File: config.mk
export PLATFORM = sky130hd
export DESIGN_NAME = jtcontra_gfx_romarb_flat
export DESIGN_NICKNAME = d
export VERILOG_FILES = /design/src/rtl/jtcontra_gfx_romarb_pkg.sv /design/src/rtl/jtcontra_gfx_romarb_if.sv /design/src/rtl/jtcontra_gfx_romarb_rr_pick.sv /design/src/rtl/jtcontra_gfx_romarb.sv /design/src/flat_wrapper.sv
export SDC_FILE = /design/constraint.sdc
export NUM_CORES = 1
export LEC_CHECK = 0
export BUFFER_PORTS_ARGS = -buffer_cell sky130_fd_sc_hd__buf_2
export CORE_UTILIZATION = 52
export CTS_CLUSTER_SIZE = 24
export DETAILED_ROUTE_END_ITERATION = 8
export GPL_TIMING_DRIVEN = 0
export PLACE_DENSITY_LB_ADDON = 0.3
export REMOVE_ABC_BUFFERS = 1
export SYNTH_ARGS = -nofsm -noshare
export SYNTH_HDL_FRONTEND = slang
export SYNTH_HIERARCHICAL = 1
export SYNTH_SLANG_ARGS = --single-unit
File: constraint.sdc
create_clock -name clk -period 8 [get_ports clk]
set_input_delay 1.6 -clock clk [delete_from_list [all_inputs] [get_ports clk]]
set_output_delay 1.6 -clock clk [all_outputs]
set_load 0.1 [all_outputs]
File: src/rtl/jtcontra_gfx_romarb_pkg.sv
// Shared constants for the 007121 graphics ROM arbiter: client indices,
// arbiter states and the round-robin index helper.
package jtcontra_gfx_pkg;

    localparam int NCL = 3;

    localparam logic [1:0] CL_TILEA = 2'd0;
    localparam logic [1:0] CL_TILEB = 2'd1;
    localparam logic [1:0] CL_OBJ   = 2'd2;

    typedef enum logic [1:0] {
        IDLE = 2'd0,
        WAIT = 2'd1,
        GAP  = 2'd2
    } state_e;

    // Client that sits `step` places after `last` in the 0,1,2 ring.
    function automatic logic [1:0] rr_idx(input logic [1:0] last, input int step);
        return 2'((int'(last) + step) % NCL);
    endfunction

endpackage

File: src/rtl/jtcontra_gfx_romarb_if.sv
// Client-side cs/addr -> ok/data handshakes and the single SDRAM slot port.
interface jtcontra_gfx_romarb_if #(
    parameter int AW = 18,
    parameter int DW = 16
);
    logic          cs0, cs1, cs2;
    logic [AW-1:0] addr0, addr1, addr2;
    logic          ok0, ok1, ok2;
    logic [DW-1:0] data0, data1, data2;
    logic          mem_cs;
    logic [AW-1:0] mem_addr;
    logic          mem_ok;
    logic [DW-1:0] mem_data;

    modport slave (
        input  cs0, cs1, cs2, addr0, addr1, addr2, mem_ok, mem_data,
        output ok0, ok1, ok2, data0, data1, data2, mem_cs, mem_addr
    );

    modport master (
        output cs0, cs1, cs2, addr0, addr1, addr2, mem_ok, mem_data,
        input  ok0, ok1, ok2, data0, data1, data2, mem_cs, mem_addr
    );
endinterface

File: src/rtl/jtcontra_gfx_romarb_rr_pick.sv
// Three-way round-robin picker; during blanking the object engine pre-empts
// the tile fetchers, which then rotate between themselves only.
module jtcontra_rr_pick
    import jtcontra_gfx_pkg::*;
(
    input  logic [2:0] elig,
    input  logic [1:0] last,
    input  logic       obj_prio,
    output logic [1:0] grant,
    output logic       any
);
    logic [2:0] rr_mask;
    logic [1:0] cand;

    always_comb begin
        grant   = CL_TILEA;
        cand    = CL_TILEA;
        any     = |elig;
        rr_mask = obj_prio ? {1'b0, elig[1:0]} : elig;
        if (obj_prio && elig[CL_OBJ]) begin
            grant = CL_OBJ;
        end else begin
            // walk the ring backwards so the nearest eligible client wins
            for (int i = NCL; i >= 1; i--) begin
                cand = rr_idx(last, i);
                if (rr_mask[cand]) grant = cand;
            end
        end
    end
endmodule

File: src/rtl/jtcontra_gfx_romarb.sv
// Serialises the two tile fetchers and the object engine onto one SDRAM slot,
// answering each client from a one-word cache of its last fetched address.
module jtcontra_gfx_romarb
    import jtcontra_gfx_pkg::*;
#(
    parameter int AW = 18,
    parameter int DW = 16
) (
    input  logic                   rst,
    input  logic                   clk,
    input  logic                   LHBL,
    jtcontra_gfx_romarb_if.slave   bus
);
    logic [NCL-1:0]         cs;
    logic [NCL-1:0][AW-1:0] addr;
    logic [NCL-1:0]         ok_w;
    logic [NCL-1:0]         elig;
    logic [DW-1:0]          data_w [NCL];

    state_e        state_q, state_d;
    logic [1:0]    grant_q, grant_d, last_q, last_d, pick;
    logic          mem_cs_q, mem_cs_d, any, fill;
    logic [AW-1:0] mem_addr_q, mem_addr_d;

    assign cs   = {bus.cs2, bus.cs1, bus.cs0};
    assign addr = {bus.addr2, bus.addr1, bus.addr0};

    assign bus.ok0      = ok_w[CL_TILEA];
    assign bus.ok1      = ok_w[CL_TILEB];
    assign bus.ok2      = ok_w[CL_OBJ];
    assign bus.data0    = data_w[CL_TILEA];
    assign bus.data1    = data_w[CL_TILEB];
    assign bus.data2    = data_w[CL_OBJ];
    assign bus.mem_cs   = mem_cs_q;
    assign bus.mem_addr = mem_addr_q;

    // ok depends only on client inputs and cache flops, never on mem_*
    for (genvar n = 0; n < NCL; n++) begin : g_cache
        logic          vld_q, vld_d;
        logic [AW-1:0] tag_q, tag_d;
        logic [DW-1:0] data_q, data_d;
        logic          hit;

        assign hit       = vld_q && (addr[n] == tag_q);
        assign ok_w[n]   = cs[n] && hit;
        assign elig[n]   = cs[n] && !hit;
        assign data_w[n] = data_q;

        always_comb begin
            vld_d  = vld_q;
            tag_d  = tag_q;
            data_d = data_q;
            if (fill && grant_q == 2'(n)) begin
                vld_d  = 1'b1;
                tag_d  = mem_addr_q;
                data_d = bus.mem_data;
            end
        end

        always_ff @(posedge clk or posedge rst) begin
            if (rst) begin
                vld_q  <= 1'b0;
                tag_q  <= '0;
                data_q <= '0;
            end else begin
                vld_q  <= vld_d;
                tag_q  <= tag_d;
                data_q <= data_d;
            end
        end
    end

    jtcontra_rr_pick u_pick (
        .elig     (elig),
        .last     (last_q),
        .obj_prio (!LHBL),
        .grant    (pick),
        .any      (any)
    );

    always_comb begin
        state_d    = state_q;
        grant_d    = grant_q;
        last_d     = last_q;
        mem_cs_d   = mem_cs_q;
        mem_addr_d = mem_addr_q;
        fill       = 1'b0;
        case (state_q)
            IDLE: if (any) begin
                grant_d    = pick;
                mem_addr_d = addr[pick];
                mem_cs_d   = 1'b1;
                state_d    = WAIT;
            end
            WAIT: if (bus.mem_ok) begin
                fill     = 1'b1;
                mem_cs_d = 1'b0;
                state_d  = GAP;
            end
            // one low cycle so the slot sees a fresh request edge
            GAP: begin
                last_d  = grant_q;
                state_d = IDLE;
            end
            default: state_d = IDLE;
        endcase
    end

    always_ff @(posedge clk or posedge rst) begin
        if (rst) begin
            state_q    <= IDLE;
            grant_q    <= CL_TILEA;
            last_q     <= CL_OBJ;
            mem_cs_q   <= 1'b0;
            mem_addr_q <= '0;
        end else begin
            state_q    <= state_d;
            grant_q    <= grant_d;
            last_q     <= last_d;
            mem_cs_q   <= mem_cs_d;
            mem_addr_q <= mem_addr_d;
        end
    end
endmodule

File: src/flat_wrapper.sv
// flat-port wrapper written by rule: the top's interface ports become plain ports
module jtcontra_gfx_romarb_flat import jtcontra_gfx_pkg::*;
#(
    parameter int AW = 18,
    parameter int DW = 16
)
  (rst, clk, LHBL, bus_cs0, bus_cs1, bus_cs2, bus_addr0, bus_addr1, bus_addr2, bus_mem_ok, bus_mem_data, bus_ok0, bus_ok1, bus_ok2, bus_data0, bus_data1, bus_data2, bus_mem_cs, bus_mem_addr);
  jtcontra_gfx_romarb_if #(.AW(AW), .DW(DW)) bus_i ();
  input  logic rst;
  input  logic clk;
  input  logic LHBL;
  input wire logic [$bits(bus_i.cs0)-1:0] bus_cs0;
  input wire logic [$bits(bus_i.cs1)-1:0] bus_cs1;
  input wire logic [$bits(bus_i.cs2)-1:0] bus_cs2;
  input wire logic [$bits(bus_i.addr0)-1:0] bus_addr0;
  input wire logic [$bits(bus_i.addr1)-1:0] bus_addr1;
  input wire logic [$bits(bus_i.addr2)-1:0] bus_addr2;
  input wire logic [$bits(bus_i.mem_ok)-1:0] bus_mem_ok;
  input wire logic [$bits(bus_i.mem_data)-1:0] bus_mem_data;
  output wire logic [$bits(bus_i.ok0)-1:0] bus_ok0;
  output wire logic [$bits(bus_i.ok1)-1:0] bus_ok1;
  output wire logic [$bits(bus_i.ok2)-1:0] bus_ok2;
  output wire logic [$bits(bus_i.data0)-1:0] bus_data0;
  output wire logic [$bits(bus_i.data1)-1:0] bus_data1;
  output wire logic [$bits(bus_i.data2)-1:0] bus_data2;
  output wire logic [$bits(bus_i.mem_cs)-1:0] bus_mem_cs;
  output wire logic [$bits(bus_i.mem_addr)-1:0] bus_mem_addr;
  assign bus_i.cs0 = bus_cs0;
  assign bus_i.cs1 = bus_cs1;
  assign bus_i.cs2 = bus_cs2;
  assign bus_i.addr0 = bus_addr0;
  assign bus_i.addr1 = bus_addr1;
  assign bus_i.addr2 = bus_addr2;
  assign bus_i.mem_ok = bus_mem_ok;
  assign bus_i.mem_data = bus_mem_data;
  assign bus_ok0 = bus_i.ok0;
  assign bus_ok1 = bus_i.ok1;
  assign bus_ok2 = bus_i.ok2;
  assign bus_data0 = bus_i.data0;
  assign bus_data1 = bus_i.data1;
  assign bus_data2 = bus_i.data2;
  assign bus_mem_cs = bus_i.mem_cs;
  assign bus_mem_addr = bus_i.mem_addr;
  jtcontra_gfx_romarb #(.AW(AW), .DW(DW)) u_core (.rst(rst), .clk(clk), .LHBL(LHBL), .bus(bus_i));
endmodule
==> metrics.yaml <==
grt_pass1_wl_mm: 22.3
htreeDepth: 4
yosysUniqueCellTypes: 38
hold_start: "u_core/g_cache[2].vld_q"
synth_top_area_share: 0.538
clock_sinks: 130
grt_setup_unrepaired: "false"
outcome: "completed"
fp-row-count: 38
root_buffer: "clkbuf_16"
yosysWarnings: 6
ant_nets: 0
post_drt_wl_per_cell_um: 18.2
drc: 0
post-synth-top-area-cell: "dfrtp_1"
drive_gt1_frac: 0.479
cts_buffers: 17
hold_ws_ns: 0.471
post-place-ws_ns: 3.03
cts_tree: "done"
synth_cells: 462
min_to: "u_core/g_cache[2].vld_q"
initial_utilization: 0.544
cts-hold-fix-buffers: 0
die_y_um: 109
vias: 4179
path_clk_slew_ns: 0.06
wl_mm: 14.1
ys_top_cells_by_area: "dfrtp_1 54%, mux2_2 20%, xnor2_1 5.4%, mux2i_1 3.3%, a21oi_1 3.1%"
top_layer_used: "met5"
finalHoldViolations: 0
cts_max_path_buffers: 2
grt.overflow.total: 0
cts_setup_buffers: 0
syn_area_sq_um: 6000
worstReg2RegStart: "u_core/g_cache[2].tag_q[3]"
detailroute.wirelength.met2_mm: 6.86
setup_viol: 0
fp.coreArea_sq_um: 11000
dpl.hpwl_mm: 10.2
worstPathMaxFanout: 2
avgSynthCellArea_sq_um: 13.0
wl_met1_mm: 5.84
crit_arrival_ns: 3.34
avgViaCountPerCell: 5.41
fin_crit_ns: 4.94
start_kind: "input port"
drtPass1Iterations: 4
worst_slack_ns: 3.06
final_common_cell: "buf_2"
rrSetupSlack_ns: 4.25
synth_async_sr_flop_share: 1.00
clk_latency_ns: 0.41
endpoint_kind: "primary output"
setup-tns-final_ns: 0
hold_class: "flip-flop to flip-flop"
timing.fmax_mhz: 202
grt_pass1_vias: 4467
final_cell_mix: "146 x buf_2, 129 x dfrtp_1, 104 x mux2_2, 37 x xnor2_1"
boundaryPins: 147
fin_crit_sh: 0.617
tightestPinTransition_ns: 0.996
diodes: 0
synth-main-ff-cell: "dfrtp_1"
cts_resized: 0
path_class: "input port to primary output"
holdPathStages: 1
wl_met3_mm: 1.07
die_w_um: 109
die_area_sq_um: 12000
ys_ff_latch: 130
finalMaxSlewViolations: 0
maxCapViolCount: 0
grt_max_degree: 94
grt_util_all_layers: 0.256
cp.required_ns: 6.40
reg2regPathDepth: 12
fillers: 846
max_slew_margin: 0.333
ys_seq_area_frac: 0.542
port_buffers: 146
place_congestion: 0.742
drtIter0Drc: 165
area_growth_pct: 26.8
synth_edf_count: 0
worst_clock_skew_ns: 0.00704
finish.utilization: 0.689
antenna_found_initial: 1
final_nets: 699
r2r-end: "u_core/bus.mem_addr[12]"
==> stage by stage <==
stage | instances | cell area [sq um]
floorplan | 443 | 5860
global placement | 729 | 6760
detailed placement | 740 | 6990
CTS | 772 | 7600
global route | 772 | 7600
finish | 772 | 7600
==> worst max-delay path, stage by stage <==
cell     delay, ns
buf_2         0.11
xor2_1        0.17
nor4_1        0.54
nand3_1       0.19
nor4_1        0.23
buf_2         0.49
==> how the worst max path moves through the flow <==
stage,start,end,slack [ns],cells after the start
detailed placement,bus_addr2[3],u_core/bus.mem_addr[11],3.03,13
floorplan,bus_addr1[6],bus_ok1,1.47,4
CTS,bus_addr2[3],bus_ok2,3.10,6
global placement,bus_addr1[11],u_core/bus.mem_addr[9],-0.88,11
global route,bus_addr2[3],bus_ok2,3.00,6
finish,bus_addr1[11],bus_ok1,3.06,6
==> cell families (layout without fill, tap and decap cells) <==
kind of cell,Yosys count,after routing,share of synthesized area
fa+ha+maj,3,3,0.00626
xor+xnor,54,54,0.0788
mux,126,126,0.232
simple gates,76,76,0.0688
buf+inv,26,196,0.0284
flops,130,130,0.542
compound gates,47,47,0.0430
==> synth_stat cells, types with 2 or more instances <==
cell and instances:
nor2_1 36, o21ai_0 2, inv_1 7, dfrtp_1 129, a21boi_0 3, nand2_1 3
and3_1 2, nor4_1 5, clkbuf_1 6, mux2_1 2, or2_2 2, buf_6 9
ha_1 3, buf_2 4, xnor2_1 37, xor2_1 17, nand3_1 2, nor3_1 3
nand4_1 10, mux2i_1 20, mux2_2 104, a21oi_1 37, nor2b_1 2, nand2b_1 3
==> registers in the layout (all words and copies together) (netlist names) <==
| name | flops |
|---|---|
| u_core/bus.data1 | 16 |
| u_core/grant_q | 2 |
| u_core/state_q | 2 |
| u_core/g_cache.tag_q | 54 |
| u_core/bus.data2 | 16 |
| u_core/bus.mem_cs | 1 |
| u_core/last_q | 2 |
| u_core/bus.data0 | 16 |
| u_core/g_cache.vld_q | 3 |
| u_core/bus.mem_addr | 18 |
==> area by class of cell <==
class	instances	area, sq um	share of cell area
sequential	130	3250	0.428
inverter	7	31.3	0.00411
tap	140	175	0.0230
clock buffer	23	488	0.0642
multi-input combinational	306	2600	0.342
timing repair buffer	157	931	0.122
clock inverter	9	128	0.0168
==> per-layer routing <==
layer	up-vias	global-route usage
met3	26	0.0901
met2	147	0.410
li1	1934	-
met4	2	0.133
met1	2070	0.303
met5	-	0
Power is left out: the tool's default activity adds up to more than one toggle a clock period on the data nets, which glitch-free logic cannot reach.
